<file path="config.mk">
export PLATFORM = sky130hd
export DESIGN_NAME = l2_cache_dm_flat
export DESIGN_NICKNAME = d
export VERILOG_FILES = /design/src/rtl/l2_cache_pkg.sv /design/src/rtl/l2_cache_dm_if.sv /design/src/rtl/l2_array.sv /design/src/rtl/l2_cache_dm.sv /design/src/flat_wrapper.sv
export SDC_FILE = /design/constraint.sdc
export NUM_CORES = 2
export LEC_CHECK = 0
export ABC_CLOCK_PERIOD_IN_PS = 12760
export CAP_MARGIN = 25
export CORE_MARGIN = 1.5
export CORE_UTILIZATION = 53
export DETAILED_ROUTE_END_ITERATION = 10
export GPL_TIMING_DRIVEN = 0
export PLACE_DENSITY = 0.75
export SETUP_SLACK_MARGIN = 0.5
export SLEW_MARGIN = 5
export SYNTH_ARGS = -nofsm -noshare
export SYNTH_HDL_FRONTEND = slang
export SYNTH_MEMORY_MAX_BITS = 65536
export SYNTH_SLANG_ARGS = --single-unit
</file>
<file path="constraint.sdc">
create_clock -name clk -period 12.76 [get_ports clk]
set_input_delay 2.552 -clock clk [delete_from_list [all_inputs] [get_ports clk]]
set_output_delay 2.552 -clock clk [all_outputs]
set_load 0.05 [all_outputs]
</file>
<file path="src/rtl/l2_cache_pkg.sv">
// Shared types for the direct-mapped L2: controller state encoding and address width.
// Pure declarations; no logic, no latency, no flow control.
package l2_cache_pkg;

    localparam int l2_addr_w = 32;

    typedef enum logic [1:0] {
        IDLE,
        CHECK,
        WRITEBACK,
        FETCH
    } l2_state_t;

endpackage

</file>
<file path="src/rtl/l2_cache_dm_if.sv">
// Arbiter-side l2_* request bus and memory-side pmem_* line bus bundled together.
// Slave = the cache; master = arbiter plus physical memory. Read/resp handshake, requests held until resp.
interface l2_cache_dm_if #(
    parameter int s_line = 256
);
    logic              l2_read;
    logic              l2_write;
    logic [31:0]       l2_address;
    logic [s_line-1:0] l2_wdata;
    logic              l2_resp;
    logic [s_line-1:0] l2_rdata;

    logic              pmem_read;
    logic              pmem_write;
    logic [31:0]       pmem_address;
    logic [s_line-1:0] pmem_wdata;
    logic              pmem_resp;
    logic [s_line-1:0] pmem_rdata;

    modport slave (
        input  l2_read, l2_write, l2_address, l2_wdata, pmem_resp, pmem_rdata,
        output l2_resp, l2_rdata, pmem_read, pmem_write, pmem_address, pmem_wdata
    );

    modport master (
        output l2_read, l2_write, l2_address, l2_wdata, pmem_resp, pmem_rdata,
        input  l2_resp, l2_rdata, pmem_read, pmem_write, pmem_address, pmem_wdata
    );

endinterface

</file>
<file path="src/rtl/l2_array.sv">
// Per-line storage: combinational read of the addressed entry, synchronous write when load is high.
// No reset and no flow control; the controller owns valid bits and write timing.
module l2_array #(
    parameter int width   = 1,
    parameter int s_index = 4
) (
    input  logic               clk,
    input  logic               load,
    input  logic [s_index-1:0] index,
    input  logic [width-1:0]   din,
    output logic [width-1:0]   dout
);

    logic [width-1:0] mem [2**s_index];

    always_ff @(posedge clk) begin
        if (load) begin
            mem[index] <= din;
        end
    end

    assign dout = mem[index];

endmodule

</file>
<file path="src/rtl/l2_cache_dm.sv">
// Direct-mapped write-back/write-allocate L2: hit responds one cycle after IDLE sees the request,
// miss adds writeback and fetch; requester holds its request until l2_resp, memory holds until pmem_resp.
module l2_cache_dm
    import l2_cache_pkg::*;
#(
    parameter int s_offset = 5,
    parameter int s_index  = 4
) (
    input logic           clk,
    input logic           rst,
    l2_cache_dm_if.slave  bus
);

    localparam int s_tag  = l2_addr_w - s_offset - s_index;
    localparam int s_mask = 2**s_offset;
    localparam int s_line = 8 * s_mask;
    localparam int lines  = 2**s_index;

    l2_state_t          state;
    logic [lines-1:0]   valid;
    logic [lines-1:0]   dirty;

    logic [s_index-1:0] idx;
    logic [s_tag-1:0]   tag;
    logic [s_tag-1:0]   tag_rd;
    logic [s_line-1:0]  data_rd;
    logic [s_line-1:0]  data_din;
    logic               hit;
    logic               rd_req;
    logic               wr_req;
    logic               victim_dirty;
    logic               fill;
    logic               wr_commit;
    logic               load;
    logic [31:0]        fetch_addr;
    logic [31:0]        wb_addr;
    logic               unused_offset;

    assign idx          = bus.l2_address[s_offset +: s_index];
    assign tag          = bus.l2_address[31 -: s_tag];
    assign hit          = valid[idx] && (tag_rd == tag);
    assign rd_req       = bus.l2_read;
    assign wr_req       = bus.l2_write && !bus.l2_read;
    assign victim_dirty = valid[idx] && dirty[idx];
    assign fetch_addr   = {bus.l2_address[31:s_offset], {s_offset{1'b0}}};
    assign wb_addr      = {tag_rd, idx, {s_offset{1'b0}}};
    assign unused_offset = ^bus.l2_address[s_offset-1:0];

    // Arrays are written either by a line fill or by a committed full-line write in CHECK.
    assign fill      = (state == FETCH) && bus.pmem_resp;
    assign wr_commit = (state == CHECK) && bus.l2_resp && wr_req;
    assign load      = fill || wr_commit;
    assign data_din  = fill ? bus.pmem_rdata : bus.l2_wdata;

    l2_array #(.width(s_line), .s_index(s_index)) u_data (
        .clk   (clk),
        .load  (load),
        .index (idx),
        .din   (data_din),
        .dout  (data_rd)
    );

    l2_array #(.width(s_tag), .s_index(s_index)) u_tag (
        .clk   (clk),
        .load  (load),
        .index (idx),
        .din   (tag),
        .dout  (tag_rd)
    );

    assign bus.l2_rdata   = data_rd;
    assign bus.pmem_wdata = data_rd;

    // l2_resp is decided on entry to CHECK so it can be a registered one-cycle pulse.
    always_ff @(posedge clk or posedge rst) begin
        if (rst) begin
            state            <= IDLE;
            valid            <= '0;
            dirty            <= '0;
            bus.l2_resp      <= 1'b0;
            bus.pmem_read    <= 1'b0;
            bus.pmem_write   <= 1'b0;
            bus.pmem_address <= '0;
        end else begin
            case (state)
                IDLE: begin
                    if (rd_req || wr_req) begin
                        state       <= CHECK;
                        bus.l2_resp <= hit || (wr_req && !victim_dirty);
                    end
                end
                CHECK: begin
                    if (bus.l2_resp) begin
                        bus.l2_resp <= 1'b0;
                        state       <= IDLE;
                        if (wr_req) begin
                            valid[idx] <= 1'b1;
                            dirty[idx] <= 1'b1;
                        end
                    end else if (victim_dirty) begin
                        state            <= WRITEBACK;
                        bus.pmem_write   <= 1'b1;
                        bus.pmem_address <= wb_addr;
                    end else begin
                        state            <= FETCH;
                        bus.pmem_read    <= 1'b1;
                        bus.pmem_address <= fetch_addr;
                    end
                end
                WRITEBACK: begin
                    if (bus.pmem_resp) begin
                        bus.pmem_write <= 1'b0;
                        dirty[idx]     <= 1'b0;
                        if (rd_req) begin
                            state            <= FETCH;
                            bus.pmem_read    <= 1'b1;
                            bus.pmem_address <= fetch_addr;
                        end else begin
                            state            <= CHECK;
                            bus.l2_resp      <= 1'b1;
                            bus.pmem_address <= '0;
                        end
                    end
                end
                FETCH: begin
                    if (bus.pmem_resp) begin
                        bus.pmem_read    <= 1'b0;
                        bus.pmem_address <= '0;
                        valid[idx]       <= 1'b1;
                        dirty[idx]       <= 1'b0;
                        state            <= CHECK;
                        bus.l2_resp      <= 1'b1;
                    end
                end
                default: state <= IDLE;
            endcase
        end
    end

endmodule

</file>
<file path="src/flat_wrapper.sv">
// flat-port wrapper written by rule: the top's interface ports become plain ports
module l2_cache_dm_flat import l2_cache_pkg::*;
#(
    parameter int s_offset = 5,
    parameter int s_index  = 4
)
  (clk, rst, bus_l2_read, bus_l2_write, bus_l2_address, bus_l2_wdata, bus_pmem_resp, bus_pmem_rdata, bus_l2_resp, bus_l2_rdata, bus_pmem_read, bus_pmem_write, bus_pmem_address, bus_pmem_wdata);
  l2_cache_dm_if #(.s_line(256)) bus_i ();
  input logic clk;
  input logic rst;
  input wire logic [$bits(bus_i.l2_read)-1:0] bus_l2_read;
  input wire logic [$bits(bus_i.l2_write)-1:0] bus_l2_write;
  input wire logic [$bits(bus_i.l2_address)-1:0] bus_l2_address;
  input wire logic [$bits(bus_i.l2_wdata)-1:0] bus_l2_wdata;
  input wire logic [$bits(bus_i.pmem_resp)-1:0] bus_pmem_resp;
  input wire logic [$bits(bus_i.pmem_rdata)-1:0] bus_pmem_rdata;
  output wire logic [$bits(bus_i.l2_resp)-1:0] bus_l2_resp;
  output wire logic [$bits(bus_i.l2_rdata)-1:0] bus_l2_rdata;
  output wire logic [$bits(bus_i.pmem_read)-1:0] bus_pmem_read;
  output wire logic [$bits(bus_i.pmem_write)-1:0] bus_pmem_write;
  output wire logic [$bits(bus_i.pmem_address)-1:0] bus_pmem_address;
  output wire logic [$bits(bus_i.pmem_wdata)-1:0] bus_pmem_wdata;
  assign bus_i.l2_read = bus_l2_read;
  assign bus_i.l2_write = bus_l2_write;
  assign bus_i.l2_address = bus_l2_address;
  assign bus_i.l2_wdata = bus_l2_wdata;
  assign bus_i.pmem_resp = bus_pmem_resp;
  assign bus_i.pmem_rdata = bus_pmem_rdata;
  assign bus_l2_resp = bus_i.l2_resp;
  assign bus_l2_rdata = bus_i.l2_rdata;
  assign bus_pmem_read = bus_i.pmem_read;
  assign bus_pmem_write = bus_i.pmem_write;
  assign bus_pmem_address = bus_i.pmem_address;
  assign bus_pmem_wdata = bus_i.pmem_wdata;
  l2_cache_dm #(.s_offset(s_offset), .s_index(s_index)) u_core (.clk(clk), .rst(rst), .bus(bus_i));
endmodule
</file>
# After elaboration in Yosys (flattened, before gate mapping)
# Memories as Yosys holds them, arrays and structs flattened.
# Index checks and enable logic that the tools add are counted.
# op_classes
addsub	0
eq_ne	15
multipliers	0
n_bitwise	4
n_reduce_logical	26
n_shift	0
order_cmp	2
n_mux	44
div_mod_pow	0
# ops
op	n
two-way mux 256 bit	1
two-way mux 32 bit	5
two-way mux 16 bit	6
case mux 32 bit (3 select lines)	1
case mux 16 bit (2 select lines)	2
OR 16 bit	2
equality test 23 bit	1
AND reduction 4 bit	5
two-way mux 1 bit	17
bitwise AND 16 bit	1
inverter 16 bit	1
!= test 2 bit (second input constant)	6
two-way mux 2 bit	5
!= test 2 x 1 -> 1 bit (second input constant)	5
binary-select mux 1 bit (select 4 bit)	2
logical AND 1 bit	8
case mux 2 bit (4 select lines)	1
AND reduction 6 bit	1
nonzero test 2 bit	3
less-than comparator 4 x 5 -> 1 bit (second input constant)	1
demux 1 bit (select 4 bit)	1
equality test 2 bit (second input constant)	2
greater-or-equal comparator 4 x 1 -> 1 bit (second input constant)	1
case mux 1 bit (4 select lines)	1
9 further kinds	12
# word_totals
out_inout_bits	547
inputBits	549
register_bits	69
rom_bits	0
word_cells	100
n_memories	2
latchBits	0
ram_bits	4464
# mem_list
memory	depth	width	read_ports	rd_clocked_by_memory_dff	wr	line_no	source
u_core.u_data.mem	16	256	1	0	1	l2_array.sv:14	logic [width-1:0] mem [2**s_index];
u_core.u_tag.mem	16	23	1	0	1	l2_array.sv:14	

# Longest topological paths before layout
# logic_depth
word_depth	8
depth_mapped	14
mapped_depth_nobuf	9

# Hierarchy
# Synthesis repeated with hierarchy kept, for this count alone.
# hier_totals
cells_unflattened	7807
area_unflattened_um2	175633.4
# modules_own_cells
module	area_per_inst_um2	seq_area_each_um2	cells_each	instances
l2_array (u_core.u_data)	152704.0	122998.0	6260	1
l2_array (u_core.u_tag)	13913.3	11050.6	587	1
l2_cache_dm	9016.1	1601.5	960	1

# Worst setup path before layout
# Ideal clock, no wire load.
# synth_timing
path_type	in2reg
start	input port bus_l2_address[8]
end	memory u_core.u_data.mem[10][0] (netlist bit) (enable)
path_stages	9
arrival_ps	15787
required_ps	11834
slack_ps	-3953
setup_ps	926
path_buffers	7
path_cell_list	buf_2 -> buf_6 -> buf_6 -> buf_2 -> buf_2 -> buf_2 -> buf_1 -> nand3_1 -> nor2_1
# synth_rtl
element	line_no	source
from (decl)	flat_wrapper.sv:13	input wire logic [$bits(bus_i.l2_address)-1:0] bus_l2_address;
to (decl)	l2_array.sv:14	
# Straight into the memory's write port.

# Final worst setup path
# layout_timing
start	input port bus_l2_address[6]
end	output port bus_pmem_wdata[162]
# layout_between
elab_chain_len	1
# layout_lines
element	line_no	source
memory read (16 x 256 bit)	-	
to (decl)	flat_wrapper.sv:22	output wire logic [$bits(bus_i.pmem_wdata)-1:0] bus_pmem_wdata;
# No other way between the ends.

==> impl_results.md <==
* Status: complete, no violations
* Post-CTS Hold Buffers at 0
* Area of the multi-input gates at 0.0370 mm^2
* GRT Total Usage at 28.4%
* Initial antenna violation count at 25
* CP max stage cell: clkdlybuf4s50_1
* Final setup TNS at 0 ns
* Die width at 580 um
* Total core area at 0.331 mm^2
* Area of the die at 0.336 mm^2
* Maximum vdd drop at 0.122 mV
* FF/Latch Area at 0.136 mm^2
* EDFF count, synth at 4464
* Ys async rst share at 1.41%
* Clk_lat worst skew at 0.99 ns
* Dominant cells by area after synthesis: edfxtp_1 76%, mux4_2 17%, mux2_2 1.7%, buf_4 1.1%, dfrtp_1 0.91%
* Global placer's final weighted congestion at 0.842
* Period Utilization, post-route at 84.7%
* First-pass detailed-route iteration total at 9
* Vias in the first global route at 91300
* Tightest Pin Transition at 1.12 ns
* Routed len/inst at 35.0 um
* Global-route wire length before repair at 673000 um
* Syn_area_per_cell at 24.3 um^2
* Drt first-iter violations at 12500
* Post-route DRC at 0
* Worst slew margin at 25.1%
* Commonest non-fill, non-tap cell in the layout: edfxtp_1
* Register-to-Register Path Depth at 12
* Final Cell Area at 0.213 mm^2
* Placed instance area at 0.199 mm^2
* Drt total wl at 483000 um
* Most frequent cells in the layout: 4464 x edfxtp_1, 1348 x mux4_2, 1083 x clkdlybuf4s50_1
* CTS Root Cell: clkbuf_16
* Power per cell area at 159 mW/mm^2
* Hold WC Path Type: reg -> reg
* Fin. max-slew vios at 0
* Share of the synthesized area in the top cell type at 76.0%
* CP endpoint kind: output pin
* Fmax at 0.0925 GHz
* Pin count of the biggest net entering global routing at 41
* Drt via density at 6.46
* Setup bufs post-CTS at 0
* Hold Slack at 0.471 ns
* CTS clk-pin slew, worst paths at 0.07 ns
* Row Count at 211
* Final min period at 10.81 ns
* Initial Utilization at 53.3%
* Share of cells above drive strength 1 at 31.7%
* WP data required at 10.21 ns
* Layout area overhead at 20.6%
* Main synth FF type: edfxtp_1
* Netlist Area Pre-Place at 0.176 mm^2
* Port buffer count at 1083
* Critical path type: in -> out
* Number of top-level pins at 1096
* Max_cap viols at 0
* Seq/Total Area, Yosys at 77.0%
* Max H-tree Level at 5
* Hpwl dp at 307000 um
* CP arrival at 8.26 ns
* Grt total ovfl at 0
* Synth cell types at 61
* Buf/Inv on CP at 10
* RSZ-0062 raised after global routing: false
* Synth Instances at 7241
* CTS resizes at 0
* Hold Fails Final Rpt at 0
* Levels on crit path at 12
* CP Launch Type: primary input
* Leak at 67.7 nW
* Hold depth at 1
* Clk buf depth at 4
* CP cell instances: clkdlybuf4s50_1 -> buf_4 -> buf_4 -> buf_6 -> buf_2 -> buf_2 -> buf_2 -> buf_1 -> mux4_2 -> mux4_2 -> buf_4 -> clkdlybuf4s50_1
* Num Clock Sinks at 4528
* Yosys warnings at 0
* Routed Antenna Nets at 0
* Setup Skew at 0.0968 ns
* Worst r2r src: u_core.state[0]
* CTS tree: done
* Hold Crit Endpoint: u_core.valid[14]
* CTS buffer count at 437
* Top delay family on crit path: buffers and inverters
* FF-to-FF End: u_core.u_data.mem[12][223]
* CP Max Fanout at 11
* Synth Register Bits at 4528
* Final setup viols at 0
* Die span in y at 580 um
* R2r setup slk at 8.21 ns
* Filler instances at 20700
* Finished Core Util at 64.3%
* Vias at 89200
* Worst Hold Launch: u_core.valid[14]
* Biggest area consumer among synthesized cells: edfxtp_1
* Final nets at 9618
* Worst path max stage delay at 0.69 ns
[Yosys cell counts (25+ instances only)]
master / n
edfxtp_1: 4464
mux4_2: 1348
buf_4: 266
mux2_2: 266
clkbuf_1: 166
buf_2: 146
nand2_1: 94
dfrtp_1: 64
mux2i_1: 59
o21ai_0: 54
buf_1: 42
mux4_1: 25
[worst register-to-register path: stages, from the launching register on]
cell and delay (ns):
dfrtp_1 0.41, ha_1 0.33, clkbuf_1 0.40, a32oi_1 0.29, clkbuf_1 0.28, buf_8 0.21
nor2_4 0.71, buf_12 0.30, buf_12 0.25, buf_12 0.24, buf_12 0.27, buf_12 0.24
buf_12 0.24
[through the flow]
| stage | setup slack [ns] | power (mW) | cells |
|---|---|---|---|
| final | 1.95 | 33.9 | 13800 |
| after global routing | 1.83 | 34.7 | 13800 |
| after CTS | 1.94 | 34.0 | 13800 |
| after detailed placement | 1.95 | 21.7 | 13000 |
| after global placement | -21.99 | 21.6 | 12700 |
| after floorplan | -3.83 | 20.0 | 7245 |
[report_power, final]
| group | leakage [nW] | switching, mW | total, mW | internal, mW |
|---|---|---|---|---|
| clock | 6.67 | 5.57 | 12.5 | 6.88 |
| sequential | 40.9 | 0.107 | 17.1 | 17.0 |
| combinational | 20.1 | 2.75 | 4.29 | 1.54 |
[routing by layer]
metal  GRT usage, %  up-vias  part of all wire (%)
met3           5.51      916                    10
li1               -    34600                     -
met1           37.9    47400                    36
met4           10.8        8                   4.2
met2           46.8     6224                    50
met5              0        -                 0.010
[cell type report]
type                            instances  share of cell area (%)
Buffer                                637                    1.77
Tap cell                             4366                    2.57
Clock buffer                          546                    5.37
Clock inverter                        261                    1.11
Sequential cell                      4528                    63.8
Inverter                               17                  0.0300
Timing Repair Buffer                 1380                    7.93
Multi-Input combinational cell       2063                    17.4
Antenna cell                           12                  0.0141
[cell families (layout without fill, tap and decap cells)]
family | after synthesis | in the layout | share of synthesized area (%)
AO/OA/AOI/OAI | 179 | 179 | 0.698
other | 1 | 17 | 0.00213
AND/OR/NAND/NOR | 148 | 148 | 0.358
adder cells (fa/ha/maj) | 5 | 5 | 0.0355
multiplexers | 1702 | 1702 | 19.7
XOR/XNOR | 24 | 24 | 0.119
buffers and inverters | 654 | 2841 | 2.15
flip-flops | 4528 | 4528 | 77.0
[worst max path at each step]
stage | startpoint | endpoint | slack, ns
global route | bus_l2_address[6] | bus_pmem_wdata[162] | 1.83
detailed placement | bus_l2_address[6] | bus_pmem_wdata[236] | 1.95
floorplan | bus_l2_address[5] | u_core.u_data.mem[1][0] | -3.83
finish | bus_l2_address[6] | bus_pmem_wdata[162] | 1.95
CTS | bus_l2_address[6] | bus_pmem_wdata[162] | 1.94
global placement | bus_l2_address[6] | u_core.u_data.mem[0][227] | -21.99
[state kept, by name, summed over array words and instances, names as in the netlist, named ones only]
name	cells
u_core.bus.pmem_write	1
u_core.u_data.mem	4096
u_core.bus.pmem_read	1
u_core.state	2
u_core.u_tag.mem	368
u_core.bus.pmem_address	27
u_core.bus.l2_resp	1
u_core.valid	16
(Power assumes the default switching activity.)
